File: config.mk
export PLATFORM = sky130hd
export DESIGN_NAME = max_pooling_layer
export DESIGN_NICKNAME = d
export VERILOG_FILES = /design/src/rtl/pool_pkg.sv /design/src/rtl/channel_max.sv /design/src/rtl/max_pooling_layer.sv
export SDC_FILE = /design/constraint.sdc
export NUM_CORES = 2
export LEC_CHECK = 0
export CORE_UTILIZATION = 40
export CTS_CLUSTER_DIAMETER = 40
export CTS_CLUSTER_SIZE = 40
export DETAILED_ROUTE_END_ITERATION = 10
export GPL_TIMING_DRIVEN = 0
export SYNTH_ARGS = -nofsm -noshare
export SYNTH_HDL_FRONTEND = slang
export SYNTH_SLANG_ARGS = --single-unit
export TNS_END_PERCENT = 5
File: constraint.sdc
create_clock -name clk -period 7.75 [get_ports clk]
set_clock_uncertainty 0.15 [all_clocks]
set_input_delay 1.1625 -clock clk [delete_from_list [all_inputs] [get_ports clk]]
set_output_delay 1.1625 -clock clk [all_outputs]
set_load 0.01 [all_outputs]
File: src/rtl/pool_pkg.sv
// Shared types and constants for the 2x2 / stride-2 max pooling layer.
package pool_pkg;

  localparam int DEF_D_WIDTH      = 16;
  localparam int DEF_CHANNELS     = 5;
  localparam int DEF_IMAGE_WIDTH  = 60;
  localparam int DEF_IMAGE_HEIGHT = 28;

  localparam int POOL_SIZE   = 2;
  localparam int POOL_STRIDE = 2;

  typedef logic signed [DEF_D_WIDTH-1:0] sample_t;
  typedef sample_t [DEF_CHANNELS-1:0]    pixel_t;

  // Pooled pixels per frame; odd trailing rows/columns are dropped.
  function automatic int out_pixels(input int w, input int h);
    return (w / POOL_SIZE) * (h / POOL_SIZE);
  endfunction

endpackage

File: src/rtl/channel_max.sv
// Per-lane signed maximum of two packed pixels; ties return the shared value.
module channel_max #(
  parameter int D_WIDTH  = 16,
  parameter int CHANNELS = 5
) (
  input  logic [CHANNELS*D_WIDTH-1:0] i_a,
  input  logic [CHANNELS*D_WIDTH-1:0] i_b,
  output logic [CHANNELS*D_WIDTH-1:0] o_max
);

  for (genvar c = 0; c < CHANNELS; c++) begin : g_lane
    logic signed [D_WIDTH-1:0] w_a;
    logic signed [D_WIDTH-1:0] w_b;
    assign w_a = i_a[c*D_WIDTH +: D_WIDTH];
    assign w_b = i_b[c*D_WIDTH +: D_WIDTH];
    assign o_max[c*D_WIDTH +: D_WIDTH] = (w_a >= w_b) ? w_a : w_b;
  end

endmodule

File: src/rtl/max_pooling_layer.sv
// 2x2 stride-2 max pooling over a valid-qualified raster stream: a horizontal
// pair register, a half-width line buffer for the top row, and a registered output.
module max_pooling_layer
  import pool_pkg::*;
#(
  parameter int D_WIDTH      = DEF_D_WIDTH,
  parameter int CHANNELS     = DEF_CHANNELS,
  parameter int IMAGE_WIDTH  = DEF_IMAGE_WIDTH,
  parameter int IMAGE_HEIGHT = DEF_IMAGE_HEIGHT
) (
  input  logic                         clk,
  input  logic                         reset,
  input  logic                         clk_en,
  input  logic [CHANNELS*D_WIDTH-1:0]  input_data,
  input  logic                         input_valid,
  output logic [CHANNELS*D_WIDTH-1:0]  output_data,
  output logic                         valid,
  output logic                         frame_done
);

  localparam int PW       = CHANNELS * D_WIDTH;
  localparam int COL_W    = (IMAGE_WIDTH  > 1) ? $clog2(IMAGE_WIDTH)  : 1;
  localparam int ROW_W    = (IMAGE_HEIGHT > 1) ? $clog2(IMAGE_HEIGHT) : 1;
  localparam int LB_DEPTH = (IMAGE_WIDTH / POOL_SIZE > 0) ? IMAGE_WIDTH / POOL_SIZE : 1;
  localparam int LB_AW    = (LB_DEPTH > 1) ? $clog2(LB_DEPTH) : 1;

  logic [COL_W-1:0] r_col;
  logic [ROW_W-1:0] r_row;
  logic [PW-1:0]    r_hreg;
  logic [PW-1:0]    r_line_buf [LB_DEPTH];
  logic [PW-1:0]    r_out_data;
  logic             r_valid;
  logic             r_frame_done;

  logic             w_accept;
  logic             w_col_last;
  logic             w_row_last;
  logic [LB_AW-1:0] w_lb_idx;
  logic [PW-1:0]    w_lb_rd;
  logic [PW-1:0]    w_hmax;
  logic [PW-1:0]    w_vmax;

  assign w_accept   = clk_en & input_valid;
  assign w_col_last = (r_col == COL_W'(IMAGE_WIDTH - 1));
  assign w_row_last = (r_row == ROW_W'(IMAGE_HEIGHT - 1));
  assign w_lb_idx   = LB_AW'(r_col >> 1);
  assign w_lb_rd    = r_line_buf[w_lb_idx];

  channel_max #(.D_WIDTH(D_WIDTH), .CHANNELS(CHANNELS)) u_hmax (
    .i_a   (r_hreg),
    .i_b   (input_data),
    .o_max (w_hmax)
  );

  channel_max #(.D_WIDTH(D_WIDTH), .CHANNELS(CHANNELS)) u_vmax (
    .i_a   (w_hmax),
    .i_b   (w_lb_rd),
    .o_max (w_vmax)
  );

  // NOTE: non-blocking assignments so every register samples pre-edge values.
  always_ff @(posedge clk) begin
    if (reset) begin
      r_col        <= '0;
      r_row        <= '0;
      r_out_data   <= '0;
      r_valid      <= 1'b0;
      r_frame_done <= 1'b0;
    end else if (clk_en) begin
      r_valid      <= 1'b0;
      r_frame_done <= 1'b0;
      if (input_valid) begin
        if (w_col_last) begin
          r_col <= '0;
          r_row <= w_row_last ? '0 : r_row + 1'b1;
        end else begin
          r_col <= r_col + 1'b1;
        end
        // Odd row, odd col closes a window; the trailing odd row/col never does.
        if (r_col[0] && r_row[0]) begin
          r_out_data <= w_vmax;
          r_valid    <= 1'b1;
        end
        r_frame_done <= w_col_last && w_row_last;
      end
    end
  end

  // NOTE: datapath storage is not reset; its contents are rewritten before use.
  always_ff @(posedge clk) begin
    if (w_accept) begin
      if (!r_col[0]) begin
        r_hreg <= input_data;
      end else if (!r_row[0]) begin
        r_line_buf[w_lb_idx] <= w_hmax;
      end
    end
  end

  assign output_data = r_out_data;
  assign valid       = r_valid;
  assign frame_done  = r_frame_done;

endmodule

Word level (Yosys, flattened, before mapping)
Memory sizes are Yosys's and may differ from the RTL's. A register that Yosys moved wholly into a read port is not among the register bits.
Index checks and enable logic that the tools add are counted.
{"block": "classes", "add_sub_neg": 2, "n_mul": 0, "n_div": 0, "n_lt_le_gt_ge": 10, "eq_ne": 2, "shifts": 0, "mux": 21, "bitwise_logic": 2, "reduce_logical": 6}
{"op": "greater-or-equal comparator 16 bit", "count": 10}
{"op": "two-way mux 16 bit", "count": 10}
{"op": "two-way mux 5 bit", "count": 3}
{"op": "two-way mux 1 bit", "count": 7}
{"op": "adder 6 x 1 -> 6 bit, second input constant", "count": 1}
{"op": "equality test 6 bit, second input constant", "count": 1}
{"op": "two-way mux 6 bit", "count": 1}
{"op": "AND reduction 3 bit", "count": 2}
{"op": "adder 5 x 1 -> 5 bit, second input constant", "count": 1}
{"op": "equality test 5 bit, second input constant", "count": 1}
{"op": "AND reduction 2 bit", "count": 2}
{"op": "logical AND 1 bit", "count": 2}
{"op": "AND 1 bit", "count": 1}
{"op": "inverter 1 bit", "count": 1}
{"block": "totals", "register_bits": 173, "latch_bits": 0, "ramBits": 2400, "mem_bits_ro": 0, "inputBits": 84, "out_inout_bits": 82, "elab_cells": 50, "memories": 1}
{"name": "r_line_buf", "depth": 30, "word_bits": 80, "read_ports": 1, "rd_ports_with_merged_regs": 1, "wr": 1, "line_no": "max_pooling_layer.sv:30", "rtl": "logic [PW-1:0] r_line_buf [LB_DEPTH];"}

Depth between registers and ports, before layout
{"block": "depth", "word_depth": 4, "mapped_depth": 20, "ltp_nobuf": 16}

Modules after synthesis
A second synthesis with hierarchy kept.
{"block": "unflattened", "hier_cells": 5230, "area_unflattened_um2": 103724.5}
{"mod": "max_pooling_layer", "n_inst": 1, "cells_each": 4496, "area_each_um2": 97578.6, "seq_area_each_um2": 76433.3}
{"mod": "channel_max", "n_inst": 2, "cells_each": 367, "area_each_um2": 3072.9, "seq_area_each_um2": 0.0}

Worst setup path after synthesis
OpenSTA, ideal clock, no wires.
{"block": "synth_timing", "kind": "in2reg", "from": "in clk_en", "to": "mem r_line_buf[12][0] in the netlist's numbering, enable pin", "setup_ns": 0.519, "arrival_ns": 5.138, "required_time_ns": 7.081, "setup_slack_ns": 1.943, "cell_stages": 4, "path_buffers": 1, "path_cell_list": "nand4b_1 -> or3_1 -> clkbuf_1 -> nor2_1"}
{"block": "synth_between", "elab_chain_cells": 3}
{"element": "start, declared", "line_no": "max_pooling_layer.sv:13", "rtl": "input logic clk_en,"}
{"element": "AND 1 bit", "line_no": "max_pooling_layer.sv:43", "rtl": "assign w_accept = clk_en & input_valid;"}
{"element": "two-way mux 1 bit", "line_no": "max_pooling_layer.sv:91", "rtl": "if (w_accept) begin"}
{"element": "two-way mux 1 bit (not written as such)", "line_no": "max_pooling_layer.sv:95", "rtl": "r_line_buf[w_lb_idx] <= w_hmax;"}
{"element": "end, declared", "line_no": "max_pooling_layer.sv:30"}
Every way passes these cells.

==> run summary <==
========================================================================================
Post-detailed-routing wire length                                                 325 mm
Global routing usage on met2                                                       0.373
Initial core utilization                                                           0.404
Remaining routing DRC violations                                                       0
Worst R2R End                                                               output_data[76]$_SDFFE_PP0P_
DP Worst Slack                                                                   -230 ps
Routing usage on met3                                                             0.0597
Unique cell type count in the Yosys netlist                                           72
WL/cell                                                                     34.8 microns
Total half-perimeter wirelength after legalization and detailed placement         220 mm
Net count of the mapped netlist                                                     5246
Violations in the final reports                                             max-capacitance violations, max-slew violations
Number of cells traversed by the worst hold path                                       2
Via count normalized by instance count                                              6.04
Standard cell core area                                                      0.255 sq mm
Seq/Total Area, Yosys                                                              0.743
Mapped Area                                                                  0.103 sq mm
Initial antenna violation count                                                       12
Drt initial violations                                                              8357
Synthesized-area fraction occupied by xor and xnor cells                        0.000511
Final hold violations                                                                  0
CP max stage cell                                                           sky130_fd_sc_hd__buf_1
Pin count of the biggest net entering global routing                                  33
WP data arrival                                                                  8350 ps
Cell at the root of the clock tree                                          sky130_fd_sc_hd__clkbuf_16
Count of hold-fix buffers inserted at cts                                              0
Clock tree from TritonCTS                                                          built
Nature of the critical path endpoint                                           flip-flop
Reg clk slew, reported paths                                                       60 ps
Total congestion overflow after global routing                                         0
Setup repair after global routing missed its margin                                false
Die outline width                                                            509 microns
Main combinational cell family by area after synthesis                      multiplexers
Filler-free cell count of the finished design                                       9330
Total instance count after detailed placement                                       8675
Simple-gate area share of the yosys netlist                                       0.0241
# nets final                                                                        5921
Hold slack                                                                        326 ps
DIE HEIGHT                                                                   509 microns
Layout cell share with drive strength beyond 1                                     0.278
Number of flip-flops and latches in the synthesized netlist                         2578
Count of filler cells inserted in the layout                                       20397
Overall global routing resource usage                                              0.250
Ratio of final minimum period to clock period                                      0.987
Class of the worst hold path                                                  reg -> reg
Count of buffers added by post-CTS timing repair for setup                             0
Final design utilization                                                           0.487
Area of all placed cells without fillers                                     0.124 sq mm
Total negative setup slack                                                          0 ps
Initial DRT Pass Iterations                                                            5
Maximum Capacitance Violations                                                         3
CP Data Required Time                                                            8450 ps
Category of cells accounting for the largest share of critical-path delay   buffers and inverters
Portion of netlist area occupied by mux cells                                      0.163
Number of enable flip-flop cells after synthesis                                    2480
Worst hold path endpoint                                                    valid$_SDFFE_PP0P_
H-tree depth reported by CTS                                                           5
Adder-cell share of the synthesized area                                          0.0197
Startpoint types                                                               flip-flop
CTS Buffer Depth                                                                       4
Min cycle time layout                                                            7650 ps
Placement Cell Area                                                          0.112 sq mm
Average instance area after synthesis                                         20.6 sq um
Status                                                                      finished, violations left
Ordered list of cells on the worst path                                     buf_2 > buf_1 > clkbuf_1 > mux4_2 > a21oi_2 > ha_1 > nand4_1 > nor2_1 > a311o_1 > mux2i_1 > nor2_1 > clkbuf_1 > a211o_1
First-pass GRT wire length                                                        443 mm
Power density over cell area                                                 270 mW/mm^2
Category of the most critical setup path                                      reg -> reg
Top-level I/O count                                                                  166
Predominant post-synthesis flop cell                                        sky130_fd_sc_hd__edfxtp_1
Routability Congestion                                                             0.836
Timing-limited maximum frequency                                                 131 MHz
Post-cts resize count                                                                  1
Port Buf Inserts                                                                     165
Synth Area in Compound Gates                                                      0.0330
Slew at the pin closest to its max-slew limit                                    1530 ps
Cell depth of the worst flop-to-flop path                                             13
Total power                                                                      33.5 mW
Worst slew margin relative to its limit                                          -0.0174
Synth async-reset ratio                                                                0
Slack of the worst reg-to-reg path                                                100 ps
Number of synthesis warnings                                                           0
Max-slew violations                                                                   22
Total clock buffers created by CTS                                                   364
Met1 usage                                                                         0.354
Die footprint                                                                0.259 sq mm
Final setup slack of the worst path                                               103 ps
Worst VDD drop                                                                  0.244 mV
Source-to-sink clock delay at the later pin of the worst-skew pair                970 ps
Cell leakage power                                                               39.3 nW
Maximum cell stage delay along the critical path                                 1110 ps
Residual antenna-violating net count after detailed routing                            0
Crit Path Max Fanout                                                                  10
Number of buffers and inverters on the critical path                                   4
Busiest layer in global routing                                                     met2
Synthesized netlist cell count                                                      5000
Beginning of the worst hold path                                            valid$_SDFFE_PP0P_
Number of global-route vias before repair                                          55529
CTS sink count                                                                      2578
Number of rows in the core area                                                      185
Syn-to-layout area delta                                                           20.6%
Setup violators final                                                                  0
Detailed-route via count                                                           56356
========================================================================================
[cell families after synthesis]
family | Yosys count
DFF | 2578
muxes | 938
and+or+nand+nor | 498
AOI/OAI and AO/OA | 463
buffers and inverters | 355
adders and majority gates | 162
xor gates and xnor gates | 6
[how the worst max path moves through the flow]
stage	startpoint	to	slack (ps)	depth (start not counted)
after floorplan	clk_en	r_line_buf[12][0]$_DFFE_PP_	1940	4
after global placement	clk_en	r_line_buf[16][67]$_DFFE_PP_	-5480	5
after detailed placement	flip-flop	output_data[76]$_SDFFE_PP0P_	-230	14
after CTS	flip-flop	output_data[77]$_SDFFE_PP0P_	100	14
after global routing	flip-flop	output_data[76]$_SDFFE_PP0P_	100	13
final	flip-flop	output_data[76]$_SDFFE_PP0P_	100	13
[layout make-up]
type	count	area [sq um]	share of cell area
clock buffer	405	9440	0.0761
buffer	255	1320	0.0106
inverter	100	375	0.00303
clock inverter	245	2640	0.0212
sequential	2578	76400	0.616
antenna	5	12.5	0.000101
tap	3366	4210	0.0339
timing repair buffer	309	4660	0.0376
multi-input combinational	2067	25000	0.201
[Yosys cell counts, types with 11 or more instances]
master,n,area [sq um]
sky130_fd_sc_hd__nand2b_1,39,244
sky130_fd_sc_hd__inv_1,100,375
sky130_fd_sc_hd__mux2i_1,213,2130
sky130_fd_sc_hd__mux2_1,11,124
sky130_fd_sc_hd__a21oi_1,130,651
sky130_fd_sc_hd__buf_6,16,180
sky130_fd_sc_hd__o221ai_1,23,201
sky130_fd_sc_hd__a21o_1,27,203
sky130_fd_sc_hd__ha_1,162,2030
sky130_fd_sc_hd__nand3_1,27,135
sky130_fd_sc_hd__o21ai_0,24,120
sky130_fd_sc_hd__clkbuf_1,105,394
sky130_fd_sc_hd__o211ai_1,14,105
sky130_fd_sc_hd__nor2_1,109,409
sky130_fd_sc_hd__nor3_1,13,65.1
sky130_fd_sc_hd__and2_1,45,282
sky130_fd_sc_hd__dfxtp_1,98,1960
sky130_fd_sc_hd__nor2b_1,25,156
sky130_fd_sc_hd__a32oi_1,37,324
sky130_fd_sc_hd__nor3b_1,13,97.6
sky130_fd_sc_hd__buf_2,63,315
sky130_fd_sc_hd__o31ai_1,19,143
sky130_fd_sc_hd__edfxtp_1,2480,74500
sky130_fd_sc_hd__nand2_1,145,544
sky130_fd_sc_hd__o22ai_1,31,194
sky130_fd_sc_hd__o221a_1,11,124
sky130_fd_sc_hd__mux2_2,135,1520
sky130_fd_sc_hd__a221o_1,24,240
sky130_fd_sc_hd__a221oi_1,12,105
sky130_fd_sc_hd__nand4_1,48,300
sky130_fd_sc_hd__a211o_1,19,166
sky130_fd_sc_hd__buf_4,40,300
sky130_fd_sc_hd__a32o_1,11,110
sky130_fd_sc_hd__buf_1,31,116
sky130_fd_sc_hd__mux4_2,576,13000
[sequential cells by signal, summed over array words and instances, names as in the netlist, named ones only]
signal / flops
r_line_buf: 2400
output_data: 80
r_hreg: 80
r_col: 6
r_row: 5
frame_done: 1
valid: 1
[cells in the final DEF (no fill, tap or decap), types with 37 or more instances in the layout]
cell type                            n
sky130_fd_sc_hd__ha_1              162
sky130_fd_sc_hd__edfxtp_1         2480
sky130_fd_sc_hd__nor2_1             78
sky130_fd_sc_hd__and2_1             45
sky130_fd_sc_hd__mux2_2            136
sky130_fd_sc_hd__clkinv_2           38
sky130_fd_sc_hd__inv_1             100
sky130_fd_sc_hd__buf_2              66
sky130_fd_sc_hd__nand2_1           145
sky130_fd_sc_hd__mux4_2            576
sky130_fd_sc_hd__a32oi_1            37
sky130_fd_sc_hd__buf_12            124
sky130_fd_sc_hd__clkinvlp_4         41
sky130_fd_sc_hd__mux2i_1           213
sky130_fd_sc_hd__nand4_1            48
sky130_fd_sc_hd__clkbuf_16         369
sky130_fd_sc_hd__dfxtp_1            98
sky130_fd_sc_hd__nand2b_1           39
sky130_fd_sc_hd__inv_6              56
sky130_fd_sc_hd__a21oi_1           129
sky130_fd_sc_hd__clkbuf_1          130
sky130_fd_sc_hd__buf_4              41
sky130_fd_sc_hd__clkdlybuf4s50_1   165
[metal layers]
layer | share of wire | up-vias
li1 | - | 22333
met1 | 0.40 | 30107
met2 | 0.45 | 3365
met3 | 0.11 | 545
met4 | 0.041 | 6
met5 | 0.00012 | -
[report_power, final]
group          internal [mW]  switching, mW
Combinational          0.415           1.05
Sequential              15.6         0.0135
Clock                   10.0           6.47
[worst reg2reg max path, stage by stage (launching register included)]
cell                       delay, ps
sky130_fd_sc_hd__dfxtp_1         580
sky130_fd_sc_hd__buf_2           400
sky130_fd_sc_hd__buf_1          1110
sky130_fd_sc_hd__clkbuf_1        860
sky130_fd_sc_hd__mux4_2          530
sky130_fd_sc_hd__a21oi_2         730
sky130_fd_sc_hd__ha_1            420
sky130_fd_sc_hd__nand4_1         120
sky130_fd_sc_hd__nor2_1           70
sky130_fd_sc_hd__a311o_1         300
sky130_fd_sc_hd__mux2i_1         970
sky130_fd_sc_hd__nor2_1          580
sky130_fd_sc_hd__clkbuf_1        390
sky130_fd_sc_hd__a211o_1         360
Note: power is estimated with default switching activity, not from simulation.
